<file path="config.mk">
export PLATFORM = sky130hd
export DESIGN_NAME = regfile_dump_reader
export DESIGN_NICKNAME = d
export VERILOG_FILES = /design/src/rtl/regfile_dump_reader.sv
export SDC_FILE = /design/constraint.sdc
export NUM_CORES = 1
export LEC_CHECK = 0
export ABC_AREA = 1
export CAP_MARGIN = 10
export CORE_MARGIN = 3
export CORE_UTILIZATION = 40
export CTS_CLUSTER_DIAMETER = 30
export CTS_CLUSTER_SIZE = 12
export DETAILED_ROUTE_END_ITERATION = 10
export MAX_ROUTING_LAYER = met4
export PLACE_DENSITY = 0.7
export SLEW_MARGIN = 20
export SYNTH_ARGS = -nofsm -noshare
export SYNTH_HDL_FRONTEND = slang
export SYNTH_SLANG_ARGS = --single-unit
</file>
<file path="constraint.sdc">
create_clock -name clock_reg -period 1.5 [get_ports clock_reg]
set_clock_uncertainty 0.2 [all_clocks]
set_input_delay 0.3 -clock clock_reg [delete_from_list [all_inputs] [get_ports clock_reg]]
set_output_delay 0.3 -clock clock_reg [all_outputs]
set_load 0.005 [all_outputs]
</file>
<file path="src/rtl/regfile_dump_reader.sv">
// Purpose: walks the register file's read port and streams each masked register out as (addr, data) beats.
// Latency: for the first masked register, start to out_valid takes READ_LAT+2 edges, plus one edge per
//          unmasked register skipped before it. Throughput is one word per READ_LAT+3 cycles.
// Backpressure: a presented word is held stable until out_ready; the scan does not advance while it waits.
//
// Ports:
//   clock_reg, reset      rising-edge clock, asynchronous active-low reset
//   start, mask           begin a dump (sampled only when idle); mask bit i selects register i
//   rd_addr, rd_data      register file read port (registered read, READ_LAT cycles)
//   out_data/out_addr     captured word and its address
//   out_valid/out_ready   output handshake
//   busy, done            busy is high whenever not idle; done pulses for one cycle at the end of a dump
module regfile_dump_reader #(
  parameter int DATA_W   = 8,
  parameter int ADDR_W   = 3,
  parameter int NUM_REGS = 8,
  parameter int READ_LAT = 1
) (
  input  logic                clock_reg,
  input  logic                reset,
  input  logic                start,
  input  logic [NUM_REGS-1:0] mask,
  output logic [ADDR_W-1:0]   rd_addr,
  input  logic [DATA_W-1:0]   rd_data,
  output logic [DATA_W-1:0]   out_data,
  output logic [ADDR_W-1:0]   out_addr,
  output logic                out_valid,
  input  logic                out_ready,
  output logic                busy,
  output logic                done
);

  localparam int CNT_W = $clog2(READ_LAT + 1);
  localparam logic [ADDR_W-1:0] LAST_ADDR = ADDR_W'(NUM_REGS - 1);

  typedef enum logic [2:0] {
    S_IDLE    = 3'd0,
    S_SEEK    = 3'd1,
    S_ISSUE   = 3'd2,
    S_WAIT    = 3'd3,
    S_PRESENT = 3'd4,
    S_FINISH  = 3'd5
  } state_t;

  state_t              state_q, state_d;
  logic [ADDR_W-1:0]   addr_q, addr_d;
  logic [NUM_REGS-1:0] mask_q, mask_d;
  logic [CNT_W-1:0]    cnt_q, cnt_d;
  logic [ADDR_W-1:0]   rd_addr_q, rd_addr_d;
  logic [DATA_W-1:0]   out_data_q, out_data_d;
  logic [ADDR_W-1:0]   out_addr_q, out_addr_d;
  logic                out_valid_q, out_valid_d;

  always_ff @(posedge clock_reg or negedge reset) begin
    if (!reset) begin
      state_q     <= S_IDLE;
      addr_q      <= '0;
      mask_q      <= '0;
      cnt_q       <= '0;
      rd_addr_q   <= '0;
      out_data_q  <= '0;
      out_addr_q  <= '0;
      out_valid_q <= 1'b0;
    end else begin
      state_q     <= state_d;
      addr_q      <= addr_d;
      mask_q      <= mask_d;
      cnt_q       <= cnt_d;
      rd_addr_q   <= rd_addr_d;
      out_data_q  <= out_data_d;
      out_addr_q  <= out_addr_d;
      out_valid_q <= out_valid_d;
    end
  end

  always_comb begin
    state_d     = state_q;
    addr_d      = addr_q;
    mask_d      = mask_q;
    cnt_d       = cnt_q;
    rd_addr_d   = rd_addr_q;
    out_data_d  = out_data_q;
    out_addr_d  = out_addr_q;
    out_valid_d = out_valid_q;

    case (state_q)
      S_IDLE: begin
        if (start) begin
          mask_d  = mask;
          addr_d  = '0;
          state_d = S_SEEK;
        end
      end

      S_SEEK: begin
        if (mask_q[addr_q]) begin
          // Load the address on the way into ISSUE so the file sees it for the whole ISSUE cycle.
          rd_addr_d = addr_q;
          state_d   = S_ISSUE;
        end else if (addr_q == LAST_ADDR) begin
          state_d = S_FINISH;
        end else begin
          addr_d = addr_q + ADDR_W'(1);
        end
      end

      S_ISSUE: begin
        // The file samples rd_addr at the end of this cycle; count its read latency from there.
        cnt_d   = CNT_W'(READ_LAT);
        state_d = S_WAIT;
      end

      S_WAIT: begin
        cnt_d = cnt_q - CNT_W'(1);
        if (cnt_q == CNT_W'(1)) begin
          out_data_d  = rd_data;
          out_addr_d  = addr_q;
          out_valid_d = 1'b1;
          state_d     = S_PRESENT;
        end
      end

      S_PRESENT: begin
        if (out_ready) begin
          out_valid_d = 1'b0;
          if (addr_q == LAST_ADDR) begin
            state_d = S_FINISH;
          end else begin
            addr_d  = addr_q + ADDR_W'(1);
            state_d = S_SEEK;
          end
        end
      end

      S_FINISH: begin
        state_d = S_IDLE;
      end

      default: begin
        state_d = S_IDLE;
      end
    endcase
  end

  assign rd_addr   = rd_addr_q;
  assign out_data  = out_data_q;
  assign out_addr  = out_addr_q;
  assign out_valid = out_valid_q;
  assign busy      = (state_q != S_IDLE);
  assign done      = (state_q == S_FINISH);

endmodule

</file>
==> results of run 1 <==
## sequential cells by signal, summed over array words and instances (netlist names)
name       count
out_addr       3
out_valid      1
addr_q         3
state_q        3
rd_addr        3
out_data       8
mask_q         8
cnt_q          1
## kinds of logic (layout without fill, tap and decap cells)
logic type / Yosys count / after routing / share of synthesized area
and+or+nand+nor: 91 / 92 / 0.291
AOI/OAI and AO/OA: 22 / 22 / 0.0852
adders and majority gates: 2 / 2 / 0.0177
buffers and inverters: 23 / 96 / 0.0736
DFF: 30 / 30 / 0.532
## layout by cell type (no fill, tap or decap), drive strengths merged
cell type / Yosys / routed
buf: 2 / 32
clkinv: 0 / 1
clkdlybuf4s15: 0 / 12
nor2: 18 / 18
ha: 2 / 2
o21ai: 12 / 12
dfrtp: 30 / 30
a21oi: 9 / 9
nand2: 61 / 62
nand3: 12 / 12
clkbuf: 0 / 10
clkdlybuf4s50: 0 / 19
inv: 21 / 22
o21bai: 1 / 1
## cells in the mapped netlist
master,number
dfrtp_1,30
buf_6,2
o21ai_0,7
nand3_1,11
inv_4,1
nand2_2,7
ha_1,2
nor2_2,3
inv_2,2
a21oi_1,9
o21ai_2,2
nor2_8,1
o21ai_1,3
nand3_4,1
nor2_1,14
nand2_1,54
inv_1,18
o21bai_1,1
## how the worst max path moves through the flow
| stage | slack (ns) | depth (start not counted) | endpoint |
|---|---|---|---|
| after floorplan | 0.004 | 8 | addr_q[0] |
| after global placement | -0.07 | 3 | busy |
| after detailed placement | -0.16 | 8 | addr_q[1] |
| after CTS | -0.11 | 3 | busy |
| after global routing | -0.20 | 9 | addr_q[0] |
| final | -0.12 | 8 | addr_q[1] |
## critical path: stages, from the launching register on
cell	delay, ns
dfrtp_2	0.50
ha_4	0.19
ha_4	0.15
inv_2	0.07
a21oi_2	0.06
nor2_2	0.09
nand2_2	0.10
nand2_1	0.07
o21ai_1	0.07
## metal layers
layer	GRT usage	wire length, um	part of all wire
met4	0.0544	33	0.0087
met3	0.0769	211	0.056
met2	0.300	1900	0.50
met5	-	0	0
met1	0.216	1630	0.43
## per-stage QoR
stage | TNS, ns | setup WS, ns | hold WS, ns | instances
floorplan | 0 | 0.00366 | -0.196 | 168
global placement | -0.711 | -0.0734 | 0.254 | 259
detailed placement | -1.41 | -0.160 | 0.264 | 259
CTS | -0.449 | -0.110 | 0.125 | 278
global route | -3.58 | -0.203 | 0.125 | 286
finish | -1.16 | -0.118 | 0.126 | 286
## area by class of cell
| type | instances | share of cell area |
|---|---|---|
| Timing Repair inverter | 1 | 0.00267 |
| Tap cell | 44 | 0.0235 |
| Clock inverter | 1 | 0.00213 |
| Multi-Input combinational cell | 116 | 0.335 |
| Inverter | 21 | 0.0389 |
| Timing Repair Buffer | 66 | 0.254 |
| Sequential cell | 30 | 0.320 |
| Clock buffer | 7 | 0.0235 |
## power by group
group	switching (W)	internal, W
sequential	0.000208	0.00115
clock	0.000276	0.000227
combinational	0.00134	0.00120
## what timing repair did
| item | 4_1_cts | 5_1_grt |
|---|---|---|
| gates resized for setup | 51 | 59 |
| cloned | 1 | 1 |
| endpoints found under the setup margin | 39 | 44 |
| endpoints found under the hold margin | 0 | 0 |
| pin swaps | 8 | 16 |
| buffers inserted | 10 | 7 |
==> results_dict.tcl, run 1 <==
set metrics [dict create \
    tritoncts "done" \
    first_iter_violations 42 \
    r2r-start "addr_q[0]" \
    fmax_mhz 618 \
    cp.required_ns 1.52 \
    reg2reg_depth 8 \
    grt_pass1_vias 1378 \
    power_density_nw_per_um2 1870 \
    final_cell_area_um2 2350 \
    ys_seq_area_frac 0.532 \
    finalCritPeriodShare 1.08 \
    relSlewSlack 0.767 \
    ir_worst_vdd_uv 1010 \
    yosysTopAreaCell "dfrtp_1" \
    outcome "finished, violations left" \
    vias_per_cell 4.84 \
    synthToLayoutAreaGrowth_pct 66.5 \
    final.fill_count 243 \
    reg2reg_setup_slack_ns -0.12 \
    port_buffers 36 \
    violations "setup timing" \
    route.vias.total 1385 \
    path_clk_slew_ns 0.10 \
    cp_max_fo 7 \
    detail-route-antenna-nets 0 \
    dieArea_um2 4270 \
    drcViolationCount 0 \
    rsz0062_at_grt "true" \
    p_total_w 0.00440 \
    synth_fp_nets 190 \
    grt_overflow_total 0 \
    synth_cell_types 18 \
    clockRootBuffer "clkbuf_4" \
    clk_latency_ns 0.33 \
    grt_pass1_wl_mm 5.91 \
    slew_violations 0 \
    worst_pin_slew_ns 0.349 \
    cts_sinks 30 \
    cp-end-kind "register" \
    drive_above_1_share 0.430 \
    setup_ws_ns -0.118 \
    die_h_um 65.4 \
    place_area_um2 1920 \
    rows 20 \
    drt_pass1_iterations 4 \
    numCtsBuffers 5 \
    start_kind "register" \
    setup_viol_count_final 23 \
    diodes 0 \
    wl_per_cell_um 13.2 \
    hold_buffers 0 \
    ys_warn_count 0 \
    yosysTopAreaCellShare 0.532 \
    synth-seq-cells 30 \
    utilization 0.733 \
    seqCellArea_um2 752 \
    gp_congestion 0.880 \
    synth_area_per_cell_um2 8.39 \
    post-dp-hpwl_mm 2.32 \
    min_path_type "in2async" \
    yosys-top-cells-area "dfrtp_1 53%, nand2_1 14%, inv_1 4.8%" \
    cp_data_arrival_time_ns 1.64 \
    antenna_found_initial 0 \
    cts_buffer_depth 2 \
    multi_input_area_um2 787 \
    maxCapViolCount 0 \
    initial_core_util 0.440 \
    r2r_end "addr_q[1]" \
    synth_area_um2 1410 \
    crit_path_start "addr_q[0]" \
    nets 263 \
    gr-usage-all-layers 0.187 \
    core_um2 3200 \
    wl_mm 3.78 \
    chipWidth_um 65.4 \
    finalCriticalPeriod_ns 1.62 \
    path_class "reg2reg" \
    hold_viol_final 0 \
    grt_max_degree 31 \
    leakage_nw 1.15 \
    io_pins 37 \
    htree_levels 2 \
    syn-instance-count 168 \
]
Note: power is estimated with default switching activity, not from simulation.
==> run 2, diff against run 1 <==
Settings changed: PLACE_DENSITY 0.7 to 0.71.
==> results_dict.tcl, run 2 (synthesis gave the netlist of run 1 again) <==
set metrics [dict create \
    reg2reg_depth 9 \
    tritoncts "done" \
    path_depth 9 \
    multi_input_area_um2 890 \
    final.fill_count 209 \
    wl_mm 4.82 \
    grt_pass1_vias 1556 \
    worstPathCellList "buf_4, buf_4, nand3_4, nand2_2, a21oi_2, nor2_2, nand2_2, nand2_1, o21ai_1" \
    slew_violations 0 \
    p_total_w 0.00500 \
    clockRootBuffer "clkbuf_4" \
    drive_above_1_share 0.514 \
    worst_pin_slew_ns 0.479 \
    reg2reg_setup_slack_ns -0.19 \
    port_buffers 36 \
    initial_core_util 0.440 \
    path_buf_inv 2 \
    io_pins 37 \
    detail-route-antenna-nets 0 \
    post-dp-hpwl_mm 2.49 \
    cts_sinks 30 \
    finalCritPeriodShare 1.13 \
    seqCellArea_um2 753 \
    dieArea_um2 4270 \
    violations "setup timing" \
    wl_per_cell_um 16.5 \
    cp-end-kind "register" \
    rsz0062_at_grt "true" \
    core_um2 3200 \
    setup_viol_count_final 31 \
    diodes 0 \
    route.vias.total 1468 \
    gr-usage-all-layers 0.220 \
    start_kind "register" \
    setup_ws_ns -0.191 \
    cp.required_ns 1.56 \
    chipWidth_um 65.4 \
    grt_max_degree 31 \
    final_common_cell "nand2_1" \
    cp_data_arrival_time_ns 1.75 \
    gp_congestion 0.870 \
    cp_max_fo 6 \
    fmax_mhz 591 \
    min_path_type "in2async" \
    cpPeakStageDelay_ns 0.40 \
    antenna_found_initial 0 \
    synthToLayoutAreaGrowth_pct 81.3 \
    relSlewSlack 0.680 \
    drcViolationCount 0 \
    leakage_nw 1.22 \
    htree_levels 2 \
    first_iter_violations 87 \
    power_density_nw_per_um2 1960 \
    path_class "reg2reg" \
    place_inst 262 \
    layout_common_cells "31 x nand2_1, 28 x dfrtp_1, 26 x buf_4" \
    outcome "finished, violations left" \
    path_clk_slew_ns 0.10 \
    cts_buffer_depth 2 \
    critPathTopFamily "simple AND/OR/NAND/NOR gates" \
    die_h_um 65.4 \
    hold_viol_final 0 \
    maxCapViolCount 0 \
    drt_pass1_iterations 4 \
    nets 270 \
    r2r_end "addr_q[0]" \
    clk_latency_ns 0.34 \
    layout.cells.non_filler 293 \
    vias_per_cell 5.01 \
    numCtsBuffers 5 \
    r2r-start "state_q[0]" \
    grt_overflow_total 0 \
    grt_pass1_wl_mm 6.93 \
    ir_worst_vdd_uv 1000 \
    finalCriticalPeriod_ns 1.69 \
    cp_slowest_cell "dfrtp_1" \
    rows 20 \
]
run 2: what timing repair did:
item,4_1_cts,5_1_grt
buffers inserted,15,7
endpoints found under the hold margin,0,0
pin swaps,21,26
resized for setup,78,68
hold buffers,0,0
setup endpoints to repair,34,38
cloned,2,0
run 2: worst max-delay path by stage:
stage               startpoint         to  slack [ns]
floorplan            addr_q[0]  addr_q[0]       0.004
global placement    state_q[1]       done       -0.08
detailed placement   addr_q[0]  addr_q[1]       -0.17
CTS                 state_q[1]       done       -0.15
global route        state_q[0]  addr_q[0]       -0.26
finish              state_q[0]  addr_q[0]       -0.19
run 2: through the flow:
stage | worst slack [ns] | setup TNS (ns) | hold slack [ns] | cell area [um2] | util
detailed placement | -0.174 | -1.41 | 0.268 | 1940 | 0.606
finish | -0.191 | -2.12 | 0.104 | 2560 | 0.798
global route | -0.256 | -4.11 | 0.0973 | 2560 | 0.798
floorplan | 0.00366 | 0 | -0.196 | 1420 | -
global placement | -0.0776 | -0.742 | 0.260 | 1940 | 0.606
CTS | -0.152 | -1.14 | 0.114 | 2270 | 0.707
run 2: report_power, final:
group	total, W	leakage (nW)	switching [W]	internal (W)
logic	0.00311	0.823	0.00166	0.00145
registers	0.00138	0.361	0.000231	0.00115
clock network	0.000516	0.0353	0.000290	0.000227
run 2: cell type report:
type | count | area share
multi-input cells | 116 | 0.348
repair inverters | 1 | 0.00343
repair buffers | 73 | 0.269
clock buffers | 7 | 0.0215
well taps | 44 | 0.0215
clock inverters | 1 | 0.00196
flip-flops and latches | 30 | 0.295
inverters | 21 | 0.0401
run 2: worst reg2reg max path, delay by kind of cell (launching register included):
kind	cells	cell delay (ns)
AO/OA/AOI/OAI	2	0.26
AND/OR/NAND/NOR	5	0.47
buffers and inverters	2	0.29
flip-flops	1	0.40
run 2: routing by layer:
metal / vias to the layer above / track usage / routed length, um
li1: 685 / - / -
met1: 692 / 0.233 / 1860
met2: 72 / 0.370 / 2530
met3: 19 / 0.0667 / 264
met4: 0 / 0.111 / 159
met5: - / - / 0
==> run 3, diff against run 2 <==
Settings changed: CAP_MARGIN 10 to 0, CTS_CLUSTER_SIZE 12 to 14, HOLD_SLACK_MARGIN set to 0.12.
==> results_dict.tcl, run 3 (synthesis gave the netlist of run 1 again) <==
set metrics [dict create \
    outcome "finished, violations left" \
    violations "setup timing" \
    worstPathCellList "buf_4, buf_4, nand3_4, nand2_2, a21oi_2, nor2_2, nand2_2, nand2_1, o21ai_1" \
    grt_max_degree 31 \
    place_inst 262 \
    final_common_cell "nand2_1" \
    clockRootBuffer "clkbuf_4" \
    finalCriticalPeriod_ns 1.69 \
    hold_viol_final 0 \
    tritoncts "done" \
    layout.cells.non_filler 294 \
    cpPeakStageDelay_ns 0.40 \
    post-dp-hpwl_mm 2.49 \
    drt_pass1_iterations 4 \
    vias_per_cell 4.95 \
    grt_overflow_total 0 \
    dieArea_um2 4270 \
    gr-usage-all-layers 0.220 \
    clk_latency_ns 0.34 \
    leakage_nw 1.22 \
    nets 271 \
    min_path_type "in2reg" \
    maxCapViolCount 0 \
    detail-route-antenna-nets 0 \
    utilization 0.801 \
    ir_worst_vdd_uv 999 \
    numCtsBuffers 5 \
    htree_levels 2 \
    cts_sinks 30 \
    final.fill_count 208 \
    first_iter_violations 87 \
    reg2reg_depth 9 \
    layout_common_cells "31 x nand2_1, 28 x dfrtp_1, 26 x buf_4" \
    fmax_mhz 590 \
    synthToLayoutAreaGrowth_pct 82.0 \
    path_buf_inv 2 \
    cts_buffer_depth 2 \
    timing.setup.tns_ns -2.11 \
    cp_data_arrival_time_ns 1.75 \
    r2r_end "addr_q[0]" \
    diodes 0 \
    hold_slack_ns 0.291 \
    core_um2 3200 \
    reg2reg_setup_slack_ns -0.19 \
    port_buffers 36 \
    finalCritPeriodShare 1.13 \
    setup_ws_ns -0.194 \
    drcViolationCount 0 \
    path_depth 9 \
    wl_mm 4.79 \
    antenna_found_initial 0 \
    rsz0062_at_grt "true" \
    critPathTopFamily "simple AND/OR/NAND/NOR gates" \
    start_kind "register" \
    drive_above_1_share 0.512 \
    route.vias.total 1454 \
    relSlewSlack 0.680 \
    r2r-start "state_q[0]" \
    die_h_um 65.4 \
    io_pins 37 \
    grt_pass1_vias 1556 \
    cp_max_fo 6 \
    path_class "reg2reg" \
    power_density_nw_per_um2 1950 \
    initial_core_util 0.440 \
    worst_pin_slew_ns 0.478 \
    cp-end-kind "register" \
    slew_violations 0 \
    setup.worst_path.end "addr_q[0]" \
    wl_per_cell_um 16.3 \
    cp.required_ns 1.56 \
    gp_congestion 0.870 \
    cp_slowest_cell "dfrtp_1" \
    rows 20 \
    crit_path_start "state_q[0]" \
    grt_pass1_wl_mm 6.93 \
    setup_viol_count_final 30 \
    chipWidth_um 65.4 \
    path_clk_slew_ns 0.10 \
]
-- run 3: cell type report --
cell class	count	area, um2	area share
Sequential cell	30	753	0.294
Inverter	21	103	0.0400
Timing Repair Buffer	74	697	0.272
Multi-Input combinational cell	116	890	0.347
Tap cell	44	55.1	0.0215
Clock inverter	1	5.00	0.00195
Timing Repair inverter	1	8.76	0.00341
Clock buffer	7	55.1	0.0215
-- run 3: worst min-delay path by stage --
stage / to / cells after the start / slack (ns) / start
global placement: out_data[4] / 2 / 0.26 / out_data[4]
finish: out_data[6] / 3 / 0.29 / rd_data[6]
floorplan: addr_q[0] / 0 / -0.20 / reset
detailed placement: out_data[5] / 2 / 0.27 / out_data[5]
global route: out_data[3] / 3 / 0.30 / rd_data[3]
CTS: out_data[1] / 3 / 0.30 / rd_data[1]
-- run 3: worst min-delay path: cells and delay by family --
kind	cells	cell delay [ns]
buffers and inverters	1	0.40
AND/OR/NAND/NOR	2	0.10
-- run 3: timing repair --
action                                  CTS  global route
pin swaps                                21            26
endpoints found under the setup margin   34            38
hold buffers                              1             0
endpoints found under the hold margin    24             0
buffers inserted                         15             7
gates cloned                              2             0
gates resized for setup                  78            68
-- run 3: metrics by stage --
step	setup slack (ns)	total power [W]	instance area, um2
detailed placement	-0.174	0.00323	1940
floorplan	0.00366	0.00235	1420
global route	-0.256	0.00530	2570
CTS	-0.152	0.00424	2280
global placement	-0.0776	0.00317	1940
finish	-0.194	0.00499	2570
-- run 3: routing by layer --
layer / global-route usage / vias to the layer above / wire length, um
li1: - / 687 / -
met1: 0.234 / 684 / 1830
met2: 0.370 / 64 / 2510
met3: 0.0650 / 19 / 262
met4: 0.111 / 0 / 180
met5: - / - / 0
-- run 3: where the power goes --
group	switching [W]	total, W	internal, W
clock network	0.000287	0.000514	0.000227
logic	0.00165	0.00310	0.00145
registers	0.000232	0.00138	0.00115
